## src/rtl/err_compute_pkg.sv

```systemverilog
// Shared types for the weighted IR error generator: input mode encoding and control FSM states.
package err_compute_pkg;

  typedef enum logic [1:0] {
    MODE_BOTH       = 2'b00,
    MODE_RIGHT_ONLY = 2'b01,
    MODE_LEFT_ONLY  = 2'b10
  } mode_e;

  typedef enum logic [1:0] {
    ST_IDLE  = 2'b00,
    ST_ACCUM = 2'b01,
    ST_DONE  = 2'b10
  } state_e;

endpackage

```

## src/rtl/err_compute_gen_dp.sv

```systemverilog
// Datapath: input snapshot, per-index term select/shift, signed accumulator and output saturator.
module err_compute_gen_dp
  import err_compute_pkg::*;
#(
  parameter int NUM_PAIRS = 4,
  parameter int IR_W      = 12,
  parameter int ERR_W     = 16
) (
  input  logic                        clk,
  input  logic                        rst_n,
  input  logic                        i_start,
  input  logic                        i_step,
  input  logic                        i_load,
  input  logic [NUM_PAIRS*IR_W-1:0]   i_ir_r,
  input  logic [NUM_PAIRS*IR_W-1:0]   i_ir_l,
  input  logic [1:0]                  i_mode,
  output logic                        o_last,
  output logic signed [ERR_W-1:0]     o_error,
  output logic                        o_sat
);

  localparam int ACC_W = IR_W + NUM_PAIRS + 2;
  localparam int IDX_W = $clog2(2 * NUM_PAIRS);
  localparam int WIDE  = ((ACC_W > ERR_W) ? ACC_W : ERR_W) + 1;
  localparam logic [IDX_W-1:0] IDX_LAST = IDX_W'(2 * NUM_PAIRS - 1);
  localparam logic signed [WIDE-1:0] SAT_HI = {{(WIDE-ERR_W+1){1'b0}}, {(ERR_W-1){1'b1}}};
  localparam logic signed [WIDE-1:0] SAT_LO = {{(WIDE-ERR_W+1){1'b1}}, {(ERR_W-1){1'b0}}};

  logic [NUM_PAIRS*IR_W-1:0] r_ir_r, r_ir_l;
  logic [1:0]                r_mode;
  logic signed [ACC_W-1:0]   r_acc;
  logic [IDX_W-1:0]          r_idx;
  logic signed [ERR_W-1:0]   r_error;
  logic                      r_sat;

  logic signed [ACC_W-1:0]   w_term;
  logic signed [ACC_W-1:0]   w_acc_nxt;
  logic                      w_en;
  logic signed [WIDE-1:0]    w_acc_x;
  logic signed [ERR_W-1:0]   w_sat_val;
  logic                      w_clip;

  // Even index: right reading of pair idx>>1 added; odd index: left reading subtracted.
  always_comb begin
    w_term = '0;
    for (int k = 0; k < NUM_PAIRS; k++) begin
      if ((r_idx >> 1) == IDX_W'(k)) begin
        w_term = r_idx[0] ? ({{(ACC_W-IR_W){1'b0}}, r_ir_l[k*IR_W +: IR_W]} << k)
                          : ({{(ACC_W-IR_W){1'b0}}, r_ir_r[k*IR_W +: IR_W]} << k);
      end
    end
    w_en = r_idx[0] ? (r_mode != MODE_RIGHT_ONLY) : (r_mode != MODE_LEFT_ONLY);
    if (!w_en) w_term = '0;
    w_acc_nxt = r_idx[0] ? (r_acc - w_term) : (r_acc + w_term);
  end

  always_comb begin
    w_acc_x   = {{(WIDE-ACC_W){r_acc[ACC_W-1]}}, r_acc};
    w_clip    = 1'b0;
    w_sat_val = w_acc_x[ERR_W-1:0];
    if (w_acc_x > SAT_HI) begin
      w_clip    = 1'b1;
      w_sat_val = SAT_HI[ERR_W-1:0];
    end else if (w_acc_x < SAT_LO) begin
      w_clip    = 1'b1;
      w_sat_val = SAT_LO[ERR_W-1:0];
    end
  end

  always_ff @(posedge clk or negedge rst_n) begin
    if (!rst_n) begin
      r_ir_r  <= '0;
      r_ir_l  <= '0;
      r_mode  <= '0;
      r_acc   <= '0;
      r_idx   <= '0;
      r_error <= '0;
      r_sat   <= 1'b0;
    end else begin
      if (i_start) begin
        r_ir_r <= i_ir_r;
        r_ir_l <= i_ir_l;
        r_mode <= i_mode;
        r_acc  <= '0;
        r_idx  <= '0;
      end else if (i_step) begin
        r_acc <= w_acc_nxt;
        r_idx <= (r_idx == IDX_LAST) ? '0 : r_idx + IDX_W'(1);
      end
      if (i_load) begin
        r_error <= w_sat_val;
        r_sat   <= w_clip;
      end
    end
  end

  assign o_last  = (r_idx == IDX_LAST);
  assign o_error = r_error;
  assign o_sat   = r_sat;

endmodule

```

## src/rtl/err_compute_gen.sv

```systemverilog
// Weighted left/right IR error generator: control FSM sequencing one term per cycle through the datapath.
//   state    | meaning
//   ST_IDLE  | waiting for IR_vld; snapshot taken on acceptance
//   ST_ACCUM | one weighted term accumulated per cycle
//   ST_DONE  | saturated result loaded, err_vld pulsed
module err_compute_gen
  import err_compute_pkg::*;
#(
  parameter int NUM_PAIRS = 4,
  parameter int IR_W      = 12,
  parameter int ERR_W     = 16
) (
  input  logic                        clk,
  input  logic                        rst_n,
  input  logic                        IR_vld,
  input  logic [1:0]                  mode,
  input  logic [NUM_PAIRS*IR_W-1:0]   IR_R,
  input  logic [NUM_PAIRS*IR_W-1:0]   IR_L,
  output logic signed [ERR_W-1:0]     error,
  output logic                        err_vld,
  output logic                        err_sat,
  output logic                        err_ovr
);

  state_e r_state, w_state_nxt;
  logic   r_err_vld, r_err_ovr;
  logic   w_start, w_step, w_load, w_busy, w_last;

  always_ff @(posedge clk or negedge rst_n) begin
    if (!rst_n) r_state <= ST_IDLE;
    else        r_state <= w_state_nxt;
  end

  always_comb begin
    w_state_nxt = r_state;
    case (r_state)
      ST_IDLE:  if (IR_vld) w_state_nxt = ST_ACCUM;
      ST_ACCUM: if (w_last) w_state_nxt = ST_DONE;
      ST_DONE:  w_state_nxt = ST_IDLE;
      default:  w_state_nxt = ST_IDLE;
    endcase
  end

  always_comb begin
    w_start = (r_state == ST_IDLE) && IR_vld;
    w_step  = (r_state == ST_ACCUM);
    w_load  = (r_state == ST_DONE);
    w_busy  = (r_state != ST_IDLE);
  end

  // Strobes are registered so they line up with the error register update.
  always_ff @(posedge clk or negedge rst_n) begin
    if (!rst_n) begin
      r_err_vld <= 1'b0;
      r_err_ovr <= 1'b0;
    end else begin
      r_err_vld <= w_load;
      r_err_ovr <= IR_vld && w_busy;
    end
  end

  err_compute_gen_dp #(
    .NUM_PAIRS (NUM_PAIRS),
    .IR_W      (IR_W),
    .ERR_W     (ERR_W)
  ) u_dp (
    .clk     (clk),
    .rst_n   (rst_n),
    .i_start (w_start),
    .i_step  (w_step),
    .i_load  (w_load),
    .i_ir_r  (IR_R),
    .i_ir_l  (IR_L),
    .i_mode  (mode),
    .o_last  (w_last),
    .o_error (error),
    .o_sat   (err_sat)
  );

  assign err_vld = r_err_vld;
  assign err_ovr = r_err_ovr;

endmodule

```

## config.mk

```make
export PLATFORM = sky130hd
export DESIGN_NAME = err_compute_gen
export DESIGN_NICKNAME = d
export VERILOG_FILES = /design/src/rtl/err_compute_pkg.sv /design/src/rtl/err_compute_gen_dp.sv /design/src/rtl/err_compute_gen.sv
export SDC_FILE = /design/constraint.sdc
export NUM_CORES = 1
export LEC_CHECK = 0
export ABC_AREA = 1
export CAP_MARGIN = 10
export CELL_PAD_IN_SITES_DETAIL_PLACEMENT = 1
export CELL_PAD_IN_SITES_GLOBAL_PLACEMENT = 1
export CORE_MARGIN = 2
export CORE_UTILIZATION = 35
export DETAILED_ROUTE_END_ITERATION = 16
export PLACE_DENSITY = 0.85
export SLEW_MARGIN = 30
export SYNTH_ARGS = -nofsm -noshare
export SYNTH_HDL_FRONTEND = slang
export SYNTH_SLANG_ARGS = --single-unit
```

## constraint.sdc

```tcl
create_clock -name clk -period 3.2 [get_ports clk]
set_input_delay 0.8 -clock clk [delete_from_list [all_inputs] [get_ports clk]]
set_output_delay 0.8 -clock clk [all_outputs]
set_load 0.01 [all_outputs]
```

* Word-level counts from Yosys, hierarchy flattened
Index checks and enable logic that the tools add are counted.
** Cells by class
- Add/sub/neg operators :: 3
- $mul :: 0
- Divide/modulo/power cells :: 0
- $lt $le $gt $ge :: 2
- Equality and inequality tests :: 10
- Shift operators :: 0
- Multiplexer cells :: 23
- Bitwise gates (word level) :: 0
- Reductions and logical operators :: 7
** Operators by type and width (count)
- $mux 18 :: 7
- $mux 16 :: 2
- $mux 12 :: 2
- $add 18x18->18 :: 1
- $gt 18x16->1 const B :: 1
- $lt 18x16->1 const B :: 1
- $sub 18x18->18 :: 1
- $mux 15 :: 1
- $mux 14 :: 1
- $mux 13 :: 1
- $mux 3 :: 3
- $eq 2x2->1 const B :: 3
- $ne 2x2->1 const B :: 3
- $eq 2x1->1 const B :: 2
- $mux 2 :: 2
- $pmux 2 s2 :: 1
- $reduce_bool 2->1 :: 2
- $add 3x1->3 const B :: 1
- $eq 3x3->1 const B :: 1
- $logic_not 3->1 :: 1
- $mux 1 :: 3
- $logic_and 1x1->1 :: 2
- $logic_not 2->1 :: 1
- $ne 2x1->1 const B :: 1
- $reduce_and 2->1 :: 1
** Storage, ports and cells
- Flip-flop bits (word level) :: 140
- Latch bits :: 0
- RAM bits :: 0
- Memory bits (read-only) :: 0
- Input port bits :: 101
- Logic and storage cells :: 55
- Memories :: 0

* Longest topological paths before layout
Gate-level depths: netlist of the first run.
- Word-level depth :: 10
- Gate-level depth with buffers :: 27
- Mapped depth without buffers :: 26

* Modules after synthesis
A second synthesis of the first run with hierarchy kept.
** Unflattened totals
- Cell total of the unflattened synthesis :: 1033
- Area, all modules :: 7717.4 um2
** By module, submodules not included
- err_compute_gen_dp :: instances 1, cells an instance 1016, area an instance 7564.8 um2, sequential area each 3403.3 um2
- err_compute_gen :: instances 1, cells an instance 17, area an instance 152.6 um2, sequential area each 100.1 um2

* Least setup slack after synthesis of the first run
No wires, ideal clock.
- Path kind :: register to register
- Start :: reg u_dp.r_idx[0]
- End :: reg u_dp.r_acc[16]
- Setup time :: 0.126 ns
- Arrival :: 3.155 ns
- Required time :: 3.074 ns
- Slack :: -0.080 ns
- Cell stages (with the launch flop) :: 27
- Buffers on the path :: 2
- Cells stage by stage :: dfrtp_1 buf_4 buf_2 nand2_1 nand2_1 nand2_1 o21ai_0 nand2_1 ha_1 inv_1 a21oi_1 nand3_2 nor2_2 nand3_1 o21ai_2 xor2_1 inv_1 ha_1 nand2_1 nor2_1 nand4_1 o21ai_0 a21oi_1 o21bai_1 nand2_1 nand2_1 o22ai_1
** Between the ends
- Longest elaborated chain between the ends :: 10
- Elaborated cells between the ends (all ways) :: 15
- Those cells by class :: add/sub: 2; mux: 13
** RTL lines
- from (decl) :: line err_compute_gen_dp.sv:32 : logic [IDX_W-1:0] r_idx;
- from (signal assigned) :: line err_compute_gen_dp.sv:88 : r_idx <= (r_idx == IDX_LAST) ? '0 : r_idx + IDX_W'(1);
- $mux 12 :: line err_compute_gen_dp.sv:48 : w_term = r_idx[0] ? ({{(ACC_W-IR_W){1'b0}}, r_ir_l[k*IR_W +: IR_W]} << k)
- $mux 12 :: line err_compute_gen_dp.sv:47 : if ((r_idx >> 1) == IDX_W'(k)) begin
- $mux 18 (3 in series) :: line err_compute_gen_dp.sv:47
- $mux 18 :: line err_compute_gen_dp.sv:53 : if (!w_en) w_term = '0;
- $add 18x18->18 / $sub 18x18->18 (equally long branches) :: line err_compute_gen_dp.sv:54 : w_acc_nxt = r_idx[0] ? (r_acc - w_term) : (r_acc + w_term);
- $mux 18 (*) :: line err_compute_gen_dp.sv:54
- $mux 18 (*) :: line err_compute_gen_dp.sv:86 : end else if (i_step) begin
- $mux 18 (*) :: line err_compute_gen_dp.sv:80 : if (i_start) begin
- to (signal assigned) :: line err_compute_gen_dp.sv:87 : r_acc <= w_acc_nxt;
- to (decl) :: line err_compute_gen_dp.sv:31 : logic signed [ACC_W-1:0] r_acc;
Every way passes the cells marked *; elsewhere a longest branch is shown, timed or not. The select of a mux whose other input is x is not followed.
A chain may end at the register's enable or synchronous reset.

* Worst setup path after layout of the first run
- Start :: reg u_dp.r_idx[0]
- End :: reg u_dp.r_acc[17]
The elaborated chain is that of the path after synthesis.

==> run summary, run 1 <==
# hold bufs at CTS -> 0
Synthesized flop and latch total -> 140
Async SR Flop Fraction -> 1.00
Mapped Nets -> 1,152
FF-to-FF Start -> u_dp.r_idx[0]
Hpwl dp -> 18,300 um
Most frequent cell after synthesis -> nand2_1
Fmax -> 238 MHz
Multi-input gate area -> 0.00432 mm^2
Count of final max-slew check failures -> 0
Synth Cell Area -> 0.00758 mm^2
Top cells by count, synth -> 457 x nand2_1, 140 x dfrtp_1, 91 x inv_1
Reg2Reg Depth -> 26
First-pass GRT wire length -> 48,400 um
Die width -> 151 um
R2R Path End -> u_dp.r_acc[17]
Critical path class -> flip-flop to flip-flop
Clock root buffer -> clkbuf_16
Fill count -> 2,481
TritonCTS Buffers -> 17
Crit path max-delay family -> simple AND/OR/NAND/NOR gates
DR WL/cell -> 24.5 um
Clock Latency Late Sink -> 0.45 ns
Crit path required time -> 3.54 ns
Placement Cell Area -> 0.00971 mm^2
Core Area -> 0.0212 mm^2
Max FO, Critical Path -> 10
Violated checks -> negative setup slack
Post-synth top area share -> 0.462
Clock Sinks -> 140
Max Cap Violations -> 0
Initial Util -> 0.358
CTS Buffer Depth -> 2
Minimum clock period -> 4.21 ns
Antenna violation net count after detailed routing -> 0
Buf+Inv Stages, Crit Path -> 4
Max stage delay on crit path -> 0.50 ns
Overall Global Routing Usage -> 0.280
Die area -> 0.0228 mm^2
Area added between synthesis and finish -> 53.8%
Endpoint class of the critical path -> flip-flop
Worst-Margin Slew -> 0.889 ns
N_diodes -> 0
CTS tree -> done
Pin count of the biggest net entering global routing -> 145
EDFF count, synth -> 0
Startpoint types -> flip-flop
Cell mode on critical path -> nand2_1
Slew HR -> 0.407
Synth cell types -> 39
Critical-path top delay cell -> dfrtp_2
Clock slew seen by the registers of the worst setup and hold paths -> 0.07 ns
DR DRC count -> 0
Final Hold Violating Endpoints -> 0
Class of the worst hold path -> primary input to async pin
Standard-cell rows -> 53
H-Tree Depth -> 4
Ports -> 120
Most used flip-flop cell after synthesis -> dfrtp_1
Via density -> 5.64
Number of global-route vias before repair -> 8,911
Worst reg2reg setup slack -> -1.01 ns
Mean post-synth cell area -> 7.36 um^2
1st-pass router iterations -> 7
Area contributors post-synth -> dfrtp_1 46%, nand2_1 23%, o21ai_0 5.8%, inv_1 4.5%, nand3_1 3.9%
Final net count -> 1,381
Warning count from the yosys run -> 0
Total routed wirelength -> 37,900 um
Final core occ -> 0.551
Outcome -> complete, but fails checks
Pre-CTS setup slack -> -0.430 ns
Final WS setup -> -1.01 ns
Via count -> 8,729
Total gr overflow -> 0
Initial antenna violation count -> 0
DR iter-0 viols -> 813
Register Area -> 0.00351 mm^2
Number of cells produced by synthesis -> 1,030
Sequential fraction of the synthesis area -> 0.462
Fin crit share -> 1.32
GPL Wtd Cong -> 0.922
Finished Cell Area -> 0.0117 mm^2
Die height -> 151 um
Worst Skew -> 0.0115 ns
Layout cells sized above 1 -> 0.258
Critical Path Source -> u_dp.r_idx[0]
CP arrival -> 4.55 ns
Synth area leader -> dfrtp_1
RSZ-0062 raised after global routing -> yes
Setup violators final -> 13
Number of buffers added on ports -> 119
area by class of cell:
class                      count  share of cell area
clock buffer                  19              0.0380
clock inverter                13              0.0183
inverter                      98              0.0330
multi-input combinational    749               0.371
sequential                   140               0.301
tap                          275              0.0295
timing repair buffer         252               0.209
timing repair inverter         1            0.000537
timing repair:
action                     CTS  global route
buffers inserted            17            26
pin swaps                   10            68
gates resized for setup     84           137
cloned                       1             3
setup endpoints to repair   11            13
worst reg2reg max path: cells and delay by family (launching register included):
family,cells,cell delay [ns]
compound gates,2,0.29
xor+xnor,1,0.19
fa+ha+maj,1,0.37
buf+inv,4,0.51
flops,1,0.50
simple gates,18,2.23
worst max path at each step:
stage	slack, ns	end	cells past startpoint
final	-1.01	u_dp.r_acc[17]	26
after CTS	-0.21	u_dp.r_acc[17]	23
after global placement	-0.17	u_dp.r_acc[17]	22
after detailed placement	-0.43	u_dp.r_acc[16]	24
after floorplan	-0.02	u_dp.r_acc[16]	26
after global routing	-1.07	u_dp.r_acc[17]	25
per-layer routing:
layer  wire length, um  vias to the layer above  track usage
met1             13800                     4240        0.334
met5                 0                        -            0
met4              3230                        0        0.161
li1                  -                     3687            -
met2             18200                      555        0.476
met3              2650                      247       0.0506
layout by cell type, fill, tap and decap left out, types with 6 or more instances in the layout:
master	netlist	layout
buf_4	4	101
ha_1	20	8
buf_12	0	11
xor2_1	14	8
a21oi_2	1	10
nand2_1	457	412
ha_4	0	12
nand3_2	5	20
nor2_4	3	11
nor2_1	32	22
nand3_4	0	6
inv_2	3	8
dfrtp_1	140	137
nor2_2	4	6
o21ai_1	1	12
inv_1	91	84
clkdlybuf4s50_1	0	118
clkbuf_16	0	19
nand2_4	1	17
o21ai_0	88	69
nand3_1	59	38
buf_6	3	20
nand2_2	3	32
o21ai_2	2	7
a21oi_1	27	13
sequential cells by signal (all words and copies together) (netlist names):
register	flops
err_ovr	1
err_vld	1
r_state	2
u_dp.o_error	16
u_dp.o_sat	1
u_dp.r_acc	18
u_dp.r_idx	3
u_dp.r_ir_l	48
u_dp.r_ir_r	48
u_dp.r_mode	2
kinds of logic after synthesis:
logic type / Yosys count / synth area share
and+or+nand+nor: 573 / 0.307
buffers and inverters: 141 / 0.0766
DFF: 140 / 0.462
AOI/OAI and AO/OA: 138 / 0.0986
adders and majority gates: 21 / 0.0357
xor gates and xnor gates: 17 / 0.0197
through the flow:
stage / cells / hold WS [ns] / TNS [ns]
final: 1547 / 0.383 / -7.08
after global routing: 1547 / 0.430 / -7.81
after CTS: 1522 / 0.423 / -0.861
after detailed placement: 1472 / 0.466 / -2.88
after global placement: 1472 / 0.461 / -0.787
after floorplan: 1030 / 0.441 / -0.0157
Power of run 1 is not shown: default switching activity piles up to over one toggle a cycle in this logic, so the estimate is an artifact.
==> run 2, diff against run 1 <==
--- a/config.mk
+++ b/config.mk
@@ -13,4 +13,5 @@
 export CORE_UTILIZATION = 35
 export DETAILED_ROUTE_END_ITERATION = 16
+export GPL_TIMING_DRIVEN = 0
 export PLACE_DENSITY = 0.85
 export SLEW_MARGIN = 30
==> constraint.sdc (replaced) <==
create_clock -name clk -period 3.2 [get_ports clk]
set_input_delay 0.8 -clock clk [delete_from_list [all_inputs] [get_ports clk]]
set_output_delay 0.8 -clock clk [all_outputs]
set_load 0.02 [all_outputs]
==> run summary, run 2 (same netlist as run 1, synthesis figures left out) <==
Number of buffers added on ports -> 119 (unchanged)
Crit path required time -> 3.52 ns (-0.02 ns)
Standard-cell rows -> 53 (unchanged)
Critical path class -> flip-flop to flip-flop
RSZ-0062 raised after global routing -> yes
Final Hold Violating Endpoints -> 0 (unchanged)
Antenna violation net count after detailed routing -> 0 (unchanged)
Worst-Margin Slew -> 0.878 ns (-0.0114 ns)
Die area -> 0.0228 mm^2 (unchanged)
DR iter-0 viols -> 623 (-23%)
Startpoint types -> flip-flop
Die height -> 151 um (unchanged)
Fmax -> 261 MHz (+9.7%)
Layout cells sized above 1 -> 0.188 (-0.0701)
TritonCTS Buffers -> 17 (unchanged)
N_diodes -> 0 (unchanged)
Met1 usage -> 0.315 (-0.0192)
Count of final max-slew check failures -> 0 (unchanged)
M3 GR Usage -> 0.0506 (unchanged)
Clock slew seen by the registers of the worst setup and hold paths -> 0.08 ns (about the same)
Fin cells -> 1,505 (-2.7%)
Most frequent cells in the layout -> 420 x nand2_1, 137 x dfrtp_1, 118 x clkdlybuf4s50_1
Violated checks -> negative setup slack
Final net count -> 1,340 (-3.0%)
Endpoint class of the critical path -> flip-flop
Total routed wirelength -> 32,700 um (-14%)
Slew HR -> 0.415 (+0.00824)
Max Cap Violations -> 0 (unchanged)
Minimum clock period -> 3.84 ns (-0.373 ns)
Layer with the highest usage -> met2
Initial Util -> 0.358 (unchanged)
# hold bufs at CTS -> 0 (unchanged)
Hpwl dp -> 18,200 um (-0.75%)
Final TNS setup -> -4.22 ns (+2.87 ns)
Clock Latency Late Sink -> 0.46 ns (about the same)
Placement Cell Area -> 0.00914 mm^2 (-5.8%)
Worst Skew -> 0.0217 ns (+0.0102 ns)
Fin crit share -> 1.20 (-0.116)
Setup violators final -> 12 (-1)
First-pass GRT wire length -> 46,100 um (-4.8%)
CTS Buffer Depth -> 2 (unchanged)
Final WS setup -> -0.636 ns (+0.373 ns)
Final core occ -> 0.515 (-0.0355)
Area added between synthesis and finish -> 43.9%
Finished Cell Area -> 0.0109 mm^2 (-6.4%)
Class of the worst hold path -> primary input to async pin
DR WL/cell -> 21.7 um (-11%)
Outcome -> complete, but fails checks
DR DRC count -> 0 (unchanged)
Core Area -> 0.0212 mm^2 (unchanged)
Pin count of the biggest net entering global routing -> 74 (-49%)
Ports -> 120 (unchanged)
1st-pass router iterations -> 5 (-2)
Max FO, Critical Path -> 10 (unchanged)
Fill count -> 2,505 (+0.97%)
Largest regs -> u_dp.r_ir_l x48, u_dp.r_ir_r x48, u_dp.r_acc x18
Clock root buffer -> clkbuf_16
H-Tree Depth -> 4 (unchanged)
Number of global-route vias before repair -> 8,766 (-1.6%)
CP arrival -> 4.16 ns (-0.39 ns)
Total gr overflow -> 0 (unchanged)
Die width -> 151 um (unchanged)
GPL Wtd Cong -> 0.840 (-8.9%)
Via density -> 5.43 (-3.7%)
Overall Global Routing Usage -> 0.267 (-0.0137)
DP Cell Count -> 1,425 (-3.2%)
Commonest non-fill, non-tap cell in the layout -> nand2_1
CTS tree -> done
Met2 Usage GRT -> 0.454 (-0.0218)
Via count -> 8,174 (-6.4%)
Clock Sinks -> 140 (unchanged)
Initial antenna violation count -> 0 (unchanged)
[run 2: metrics by stage]
stage | setup WS [ns] | hold WS [ns]
after CTS | -0.252 | 0.340
final | -0.636 | 0.304
after global routing | -0.819 | 0.353
after floorplan | -0.0157 | 0.441
after detailed placement | -0.966 | 0.465
after global placement | -4.35 | 0.462
[run 2: worst paths after layout]
path	slack, ns	cells after the start	end	start
min	0.30	1	u_dp.o_error[3]	rst_n
max	-0.64	22	u_dp.r_acc[16]	u_dp.r_idx[2]
max reg2reg	-0.64	22	u_dp.r_acc[16]	u_dp.r_idx[2]
min in group clk	0.48	2	u_dp.o_error[9]	u_dp.o_error[9]
max in group asynchronous	2.11	2	u_dp.r_ir_r[45]	rst_n
min reg2reg	0.48	2	u_dp.o_error[9]	u_dp.o_error[9]
[run 2: timing repair]
action / 4_1_cts / 5_1_grt
setup buffers: 30 / 19
gates cloned: 2 / 0
resized for setup: 125 / 64
endpoints found under the setup margin: 14 / 12
hold endpoints to repair: 0 / 0
pin swaps: 45 / 42
[run 2: critical path, stage by stage (launching register included)]
cell and delay [ns]:
dfrtp_2 0.51, buf_4 0.18, nand2_4 0.14, clkinv_4 0.14, nand3_2 0.10, clkinv_1 0.08, nor2_2 0.21, nand2_4 0.09
nand2_1 0.12, o21ai_4 0.09, nand2_4 0.11, nor2_4 0.06, xnor2_2 0.15, ha_1 0.39, a21oi_2 0.22, o21ai_0 0.16
a21oi_2 0.17, o21ai_2 0.09, a21oi_2 0.16, o21bai_1 0.12, buf_4 0.15, nor2_1 0.13, o22ai_1 0.10
[run 2: final cells by class]
type                            instances  area, um^2  area share
Timing Repair inverter                  1        8.76    0.000803
Inverter                               98         388      0.0356
Multi-Input combinational cell        749        4110       0.377
Timing Repair Buffer                  169        1630       0.149
Clock inverter                         13         210      0.0193
Sequential cell                       140        3510       0.322
Tap cell                              275         344      0.0316
Buffer                                 42         269      0.0247
Clock buffer                           18         439      0.0403
[run 2: routing by layer]
layer / up-vias / wire (um)
met5: - / 0
met1: 4017 / 12700
met2: 413 / 16200
met4: 0 / 2010
li1: 3595 / -
met3: 149 / 1790
Power of run 2 is left out for the same reason.
==> run 3, diff against run 2 <==
- CORE_UTILIZATION: 35 -> 42
- DONT_BUFFER_PORTS: not set -> 1
==> run summary, run 3 (same netlist as run 1, synthesis figures left out) <==
Hpwl dp -> 17,300 um (-4.7%)
Largest regs -> u_dp.r_ir_l x48, u_dp.r_ir_r x48, u_dp.r_acc x18
First-pass GRT wire length -> 43,000 um (-6.6%)
R2R Path End -> u_dp.r_acc[16]
Clock Sinks -> 140 (unchanged)
Worst reg2reg setup slack -> -0.80 ns (-0.16 ns)
CTS Buffer Depth -> 2 (unchanged)
DR iter-0 viols -> 782 (+26%)
Die area -> 0.0191 mm^2 (-16%)
Total routed wirelength -> 32,400 um (-0.82%)
DR WL/cell -> 24.0 um (+10%)
Reg2Reg Depth -> 23 (+4.5%)
Clock Latency Late Sink -> 0.44 ns (-0.02 ns)
Buf+Inv Stages, Crit Path -> 3 (-1)
Cell mode on critical path -> nand2_1
Antenna violation net count after detailed routing -> 0 (unchanged)
Class of the worst hold path -> primary input to async pin
Most frequent cells in the layout -> 421 x nand2_1, 137 x dfrtp_1, 84 x inv_1
Final WS setup -> -0.798 ns (-0.161 ns)
Count of final max-slew check failures -> 0 (unchanged)
Overall Global Routing Usage -> 0.287 (+0.0203)
Worst setup path endpoint -> u_dp.r_acc[16]
RSZ-0062 raised after global routing -> yes
Via count -> 7,932 (-3.0%)
H-Tree Depth -> 4 (unchanged)
GPL Wtd Cong -> 0.846 (+0.64%)
N_diodes -> 0 (unchanged)
Ports -> 120 (unchanged)
Max Cap Violations -> 0 (unchanged)
CP arrival -> 4.31 ns (+0.15 ns)
Slew HR -> 0.406 (-0.00857)
Fin crit share -> 1.25 (+0.0504)
Fmax -> 250 MHz (-4.0%)
FF-to-FF Start -> u_dp.r_idx[1]
Clock slew seen by the registers of the worst setup and hold paths -> 0.08 ns (about the same)
Max stage delay on crit path -> 0.53 ns (+0.02 ns)
Pin count of the biggest net entering global routing -> 141 (+91%)
TritonCTS Buffers -> 17 (unchanged)
Clock root buffer -> clkbuf_16
Outcome -> complete, but fails checks
Layout cells sized above 1 -> 0.217 (+0.0295)
Final Hold Violating Endpoints -> 0 (unchanged)
Worst-Margin Slew -> 0.891 ns (+0.0129 ns)
Area added between synthesis and finish -> 29.6%
Critical path class -> flip-flop to flip-flop
Crit path max-delay family -> simple AND/OR/NAND/NOR gates
DP Cell Count -> 1,259 (-12%)
Setup violators final -> 12 (unchanged)
Startpoint types -> flip-flop
Fin cells -> 1,352 (-10%)
Minimum clock period -> 4.00 ns (+0.161 ns)
Via density -> 5.87 (+8.0%)
Endpoint class of the critical path -> flip-flop
Critical Path Source -> u_dp.r_idx[1]
Total gr overflow -> 0 (unchanged)
Core Area -> 0.0178 mm^2 (-16%)
CP Depth -> 23 (+4.5%)
Worst Skew -> 0.0190 ns (-0.00267 ns)
Standard-cell rows -> 49 (-7.5%)
1st-pass router iterations -> 5 (unchanged)
Max FO, Critical Path -> 6 (-4)
Final net count -> 1,233 (-8.0%)
CTS tree -> done
Commonest non-fill, non-tap cell in the layout -> nand2_1
Crit path required time -> 3.51 ns (about the same)
Initial antenna violation count -> 0 (unchanged)
Number of global-route vias before repair -> 7,947 (-9.3%)
Die height -> 138 um (-8.5%)
Number of buffers added on ports -> 0 (-100%)
DR DRC count -> 0 (unchanged)
Crit-path cells -> inv_4 > nor2_4 > clkbuf_16 > nand2_1 > nand3_2 > nand2_1 > nand2_1 > nand2_2 > nand2_1 > nand2_1 > nand2_2 > nor2_4 > buf_4 > xnor2_2 > ha_1 > a21oi_1 > o21ai_0 > a21oi_2 > o21ai_2 > a21oi_2 > o21bai_2 > nor2_1 > o22ai_1
Initial Util -> 0.425 (+0.0665)
Violated checks -> negative setup slack
Pre-CTS setup slack -> -0.880 ns (+0.0860 ns)
Critical-path top delay cell -> dfrtp_2
Die width -> 138 um (-8.5%)
# hold bufs at CTS -> 0 (unchanged)
-- run 3: cell types whose count changed in the layout (fill, tap and decap cells not counted), moves of 5 or more --
cell and delta:
a21oi_1 +6, inv_1 -5, clkdlybuf4s50_1 -118, buf_4 +7
-- run 3: what timing repair did --
action | in CTS | in global routing
cloned | 3 | 2
gates resized for setup | 113 | 89
setup endpoints to repair | 14 | 12
setup buffers | 26 | 34
pin swaps | 36 | 68
-- run 3: worst min path at each step --
stage | start | to | cells past startpoint
3_5_place_dp | u_dp.r_ir_r[34] | u_dp.r_ir_r[34] | 2
3_3_place_gp | u_dp.r_ir_l[47] | u_dp.r_ir_l[47] | 2
4_1_cts | rst_n | u_dp.o_error[3] | 0
2_1_floorplan | u_dp.r_ir_r[47] | u_dp.r_ir_r[47] | 2
6_report | rst_n | u_dp.r_ir_l[24] | 0
5_1_grt | rst_n | u_dp.r_ir_l[24] | 0
-- run 3: cell type report --
type	instances	area (um^2)
timing repair inverter	1	8.76
buffer	41	277
clock inverter	13	189
multi-input combinational	749	4130
inverter	98	388
sequential	140	3510
fill	2150	8030
tap	229	287
timing repair buffer	63	596
clock buffer	18	439
-- run 3: metal layers --
metal / GRT usage / vias up / routed length, um
li1: - / 3396 / -
met5: 0 / - / 0
met2: 0.492 / 464 / 15900
met3: 0.0599 / 159 / 2350
met4: 0.139 / 0 / 1930
met1: 0.345 / 3913 / 12300
-- run 3: stage by stage --
stage          hold WS [ns]  setup TNS (ns)  area [um^2]  utilization
6_report             0.0455           -5.09         9820        0.550
5_1_grt              0.0410           -5.67         9820        0.550
4_1_cts              0.0619           -1.36         9170        0.514
3_5_place_dp          0.467           -7.29         7860        0.441
3_3_place_gp          0.462           -5.84         7860        0.441
2_1_floorplan         0.441         -0.0157         7580            -
Power of run 3 is left out for the same reason.
==> RTL change 1, RTL diff (config.mk and constraints of run 1) <==
Reset style: synchronous (`rst_n`), changed in 3 clocked blocks.
--- a/src/rtl/err_compute_gen_dp.sv
+++ b/src/rtl/err_compute_gen_dp.sv
@@ -69,3 +69,3 @@
 
-  always_ff @(posedge clk or negedge rst_n) begin
+  always_ff @(posedge clk) begin
     if (!rst_n) begin
--- a/src/rtl/err_compute_gen.sv
+++ b/src/rtl/err_compute_gen.sv
@@ -28,3 +28,3 @@
 
-  always_ff @(posedge clk or negedge rst_n) begin
+  always_ff @(posedge clk) begin
     if (!rst_n) r_state <= ST_IDLE;
@@ -51,3 +51,3 @@
   // Strobes are registered so they line up with the error register update.
-  always_ff @(posedge clk or negedge rst_n) begin
+  always_ff @(posedge clk) begin
     if (!rst_n) begin
Behaviour: differs if rst_n is asserted again (counterexample within 4 cycles, from zero or initial values and one cycle with rst_n low); with rst_n held inactive, the same outputs for 10 cycles.
==> RTL change 1 against run 1 <==
- the flow still finishes with violations (negative setup slack)
- first-iteration DRC count down 17%
- synthesized area fell by 7.1%
- routed wire length is 16% lower
- worst setup slack gained 0.64 ns
- clock skew is 0.00088 ns lower
- global-route usage is 2.8 points lower
- maximum frequency rose by 18%
- non-clock buffer count is 23 lower
- cell area shrank 8.2%
- critical path depth shrank 6
- sequential cell count is the same
- critical path type unchanged
Power is left out: it rests on default switching activity, and per cell area and clock period it moved more than threefold.
==> RTL change 1: results (changes against run 1) <==
status finished, violations left; failing checks negative setup slack; Synth area leaders dfxtp_1 40%, nor2_1 12%, o21ai_0 11%, nand2_1 8.7%, a21oi_1 5.5%; metal1 wirelength 12100 µm (-12%); placed cells 1443 (-2.0%); Post-Route Setup TNS -3.06 ns (+4.03 ns); Final GP Congestion 0.864 (-6.3%); final setup vio count 11 (-2); Synth Instances 1035 (+0.49%); post-synthesis sequential area ratio 0.398 (-0.0644); end-of-flow core utilization 0.546 (-0.00488); DR WL met3 1730 µm (-35%); slew margin rel. 0.465 (+0.0586); dpl ws -0.290 ns (+0.140 ns); total track usage 0.252 (-0.0284); met2 WL 15900 µm (-13%); syn nets 1157 (+0.43%); post-cts resize count 108 (+29%); pin count of the biggest net entering global routing 123 (-15%); clk_lat worst skew 0.43 ns (-0.02 ns); hold crit path type reg2reg; CP Capture Point u_dp.r_acc[16]; first-pass GRT wire length 43100 µm (-11%); Hold Slack 0.465 ns (+0.0820 ns); Final WS setup -0.365 ns (+0.644 ns); post-CTS setup buffers 18 (+1); skew final 0.0106 ns (-0.000884 ns); post-synthesis async set-or-reset flop share 0 (-1.00); Crit path arrival time 3.88 ns (-0.67 ns); delay of the slowest cell on the worst path 0.38 ns (-0.12 ns)
[RTL change 1: changes by cell type in the layout (fill, tap and decap cells not counted), sizes merged, moves of 17 or more]
cell	run 1	this run
nand2	461	169
nor2	39	225
dfrtp	140	0
dfxtp	0	140
o21ai	91	163
a21oi	28	78
buf	132	110
nand3	64	47
[RTL change 1: cell type report]
type,count,share of cell area
well taps,265,0.0310
multi-input cells,752,0.414
repair buffers,229,0.204
flip-flops and latches,140,0.263
clock inverters,12,0.0152
inverters,86,0.0321
clock buffers,19,0.0405
[RTL change 1: logic make-up (layout without fill, tap and decap cells)]
logic type	Yosys count	count (layout)	synth area share
AND/OR/NAND/NOR	451	451	0.262
AO/OA/AOI/OAI	255	255	0.188
buffers and inverters	143	346	0.0824
flip-flops	140	140	0.398
XOR/XNOR	25	25	0.0311
adder cells (fa/ha/maj)	21	21	0.0384
==> RTL change 2, RTL diff (settings of run 1) <==
Made on the original files. `ERR_W` is set to 16 in 2 places; all go to 20.
--- a/src/rtl/err_compute_gen_dp.sv
+++ b/src/rtl/err_compute_gen_dp.sv
@@ -6,3 +6,3 @@
   parameter int IR_W      = 12,
-  parameter int ERR_W     = 16
+  parameter int ERR_W     = 20
 ) (
--- a/src/rtl/err_compute_gen.sv
+++ b/src/rtl/err_compute_gen.sv
@@ -10,3 +10,3 @@
   parameter int IR_W      = 12,
-  parameter int ERR_W     = 16
+  parameter int ERR_W     = 20
 ) (
Interface: changed (resized error); port bits go from 120 to 124. The function was not compared with the original's and may differ.
==> RTL change 2 against run 1 <==
- the flow still finishes with violations (negative setup slack)
- synthesized area up 1.3%
- cell area is 0.92% higher
- largest cell class unchanged
- first-iteration DRC count is 26% lower
- worst setup slack improved by 0.43 ns
- sequential cell count grew 2
- critical path type unchanged
- final cell count shrank 0.84%
- routed wire length down 6.8%
Power is not shown: default switching activity piles up to over one toggle a cycle in this logic, so the estimate is an artifact.
==> RTL change 2: results (changes against run 1) <==
number of global-route vias before repair 8557 (-4.0%); skew final 0.0113 ns (-0.000206 ns); ratio of cells with drive above 1 in the final layout 0.281 (+0.0236); post-synthesis async set-or-reset flop share 1.00 (unchanged); delay of the slowest cell on the worst path 0.46 ns (-0.04 ns); hold crit path type in2async; nets 1364 (-1.2%); Worst Tran Pin Value 0.821 ns (-0.0687 ns); pin count of the biggest net entering global routing 131 (-9.7%); Placed Area 9690 µm² (-0.15%); first-pass GRT wire length 44900 µm (-7.3%); status finished, violations left; Worst-path clk slew 0.07 ns (about the same); Post-Route Setup TNS -5.07 ns (+2.02 ns); Final GP Congestion 0.870 (-5.7%); vias post-DR 8358 (-4.3%); DRC Markers 0 (unchanged); Main synth FF type dfrtp_1; Iter 0 DRT Violations 605 (-26%); clk_lat worst skew 0.45 ns (about the same); Synth area leaders dfrtp_1 46%, nand2_1 21%, o21ai_0 5.1%, inv_1 4.7%, nand3_1 3.8%; fillers 2516 (+1.4%); diode count 0 (unchanged); Netlist cell types 46 (+18%); syn nets 1146 (-0.52%); total track usage 0.246 (-0.0348); post-synthesis sequential area ratio 0.463 (+0.000716); first-pass detailed-route iteration total 7 (unchanged); Ys Warns 0 (unchanged); CTS root buf clkbuf_16; initial antenna violation count 0 (unchanged); Crit path arrival time 4.10 ns (-0.45 ns); Mapped Avg Cell Area 7.49 µm² (+1.9%); cts bufs inserted 17 (unchanged); most frequent cells after synthesis 435 x nand2_1, 142 x dfrtp_1, 96 x inv_1, 78 x o21ai_0, 59 x nand3_1; Final WS setup -0.579 ns (+0.430 ns); port buffer count 122 (+2.5%); Crit path max-delay family simple AND/OR/NAND/NOR gates; failing checks negative setup slack; clock tree buffer depth 2 (unchanged); H-tree levels 4 (unchanged); CP max-delay cell dfrtp_2; Final HPWL DP 17800 µm (-2.5%); WL final 35300 µm (-6.8%); Max Fanout on Critical Path 14 (+4); final setup vio count 14 (+1)
## RTL change 2: worst reg2reg max path, delay by kind of cell, from the launching register on
| family | cells | cell delay [ns] |
|---|---|---|
| AO/OA/AOI/OAI | 3 | 0.57 |
| XOR/XNOR | 1 | 0.25 |
| adder cells (fa/ha/maj) | 1 | 0.33 |
| buffers and inverters | 4 | 0.59 |
| AND/OR/NAND/NOR | 12 | 1.47 |
| flip-flops | 1 | 0.46 |
## RTL change 2: area by class of cell
class	count	area (µm²)	share of cell area
Inverter	101	395	0.0336
Tap cell	280	350	0.0298
Sequential cell	142	3560	0.302
Clock inverter	12	185	0.0157
Timing Repair Buffer	246	2400	0.204
Clock buffer	19	433	0.0368
Multi-Input combinational cell	734	4430	0.377
## RTL change 2: repair_timing
item / 4_1_cts / 5_1_grt
buffers inserted: 17 / 21
pin swaps: 37 / 74
gates cloned: 1 / 2
gates resized for setup: 110 / 161
setup endpoints to repair: 13 / 13
endpoints found under the hold margin: 0 / 0
## RTL change 2: worst paths after layout
path	slack [ns]	endpoint	from	depth (start not counted)
setup / recovery	-0.58	u_dp.r_acc[17]	u_dp.r_idx[0]	21
hold / removal	0.34	u_dp.r_ir_r[7]	rst_n	1
setup reg to reg	-0.58	u_dp.r_acc[17]	u_dp.r_idx[0]	21
hold reg to reg	0.47	u_dp.o_error[12]	u_dp.o_error[12]	2
max in group asynchronous	2.06	u_dp.r_ir_l[9]	rst_n	2
min in group clk	0.47	u_dp.o_error[12]	u_dp.o_error[12]	2
## RTL change 2: cells by family (layout without fill, tap and decap cells)
kind of cell | count (synthesis) | in the layout | share of synthesized area
xor+xnor | 15 | 15 | 0.0171
fa+ha+maj | 21 | 21 | 0.0352
flops | 142 | 142 | 0.463
other cells | 1 | 1 | 0.000489
buf+inv | 148 | 378 | 0.0861
simple gates | 560 | 560 | 0.300
compound gates | 137 | 137 | 0.0983
## RTL change 2: metal layers
layer | global-route usage | up-vias | wire length, µm
met5 | 0 | - | 0
met4 | 0.130 | 0 | 2840
met3 | 0.0448 | 181 | 1930
met2 | 0.431 | 419 | 17500
met1 | 0.286 | 4105 | 13000
li1 | - | 3653 | -
## RTL change 2: metrics by stage
stage / setup slack, ns / instances
after floorplan: 0.0453 / 1024
after global placement: -0.303 / 1465
after detailed placement: -0.522 / 1465
after CTS: -0.0547 / 1513
after global routing: -0.747 / 1534
final: -0.579 / 1534
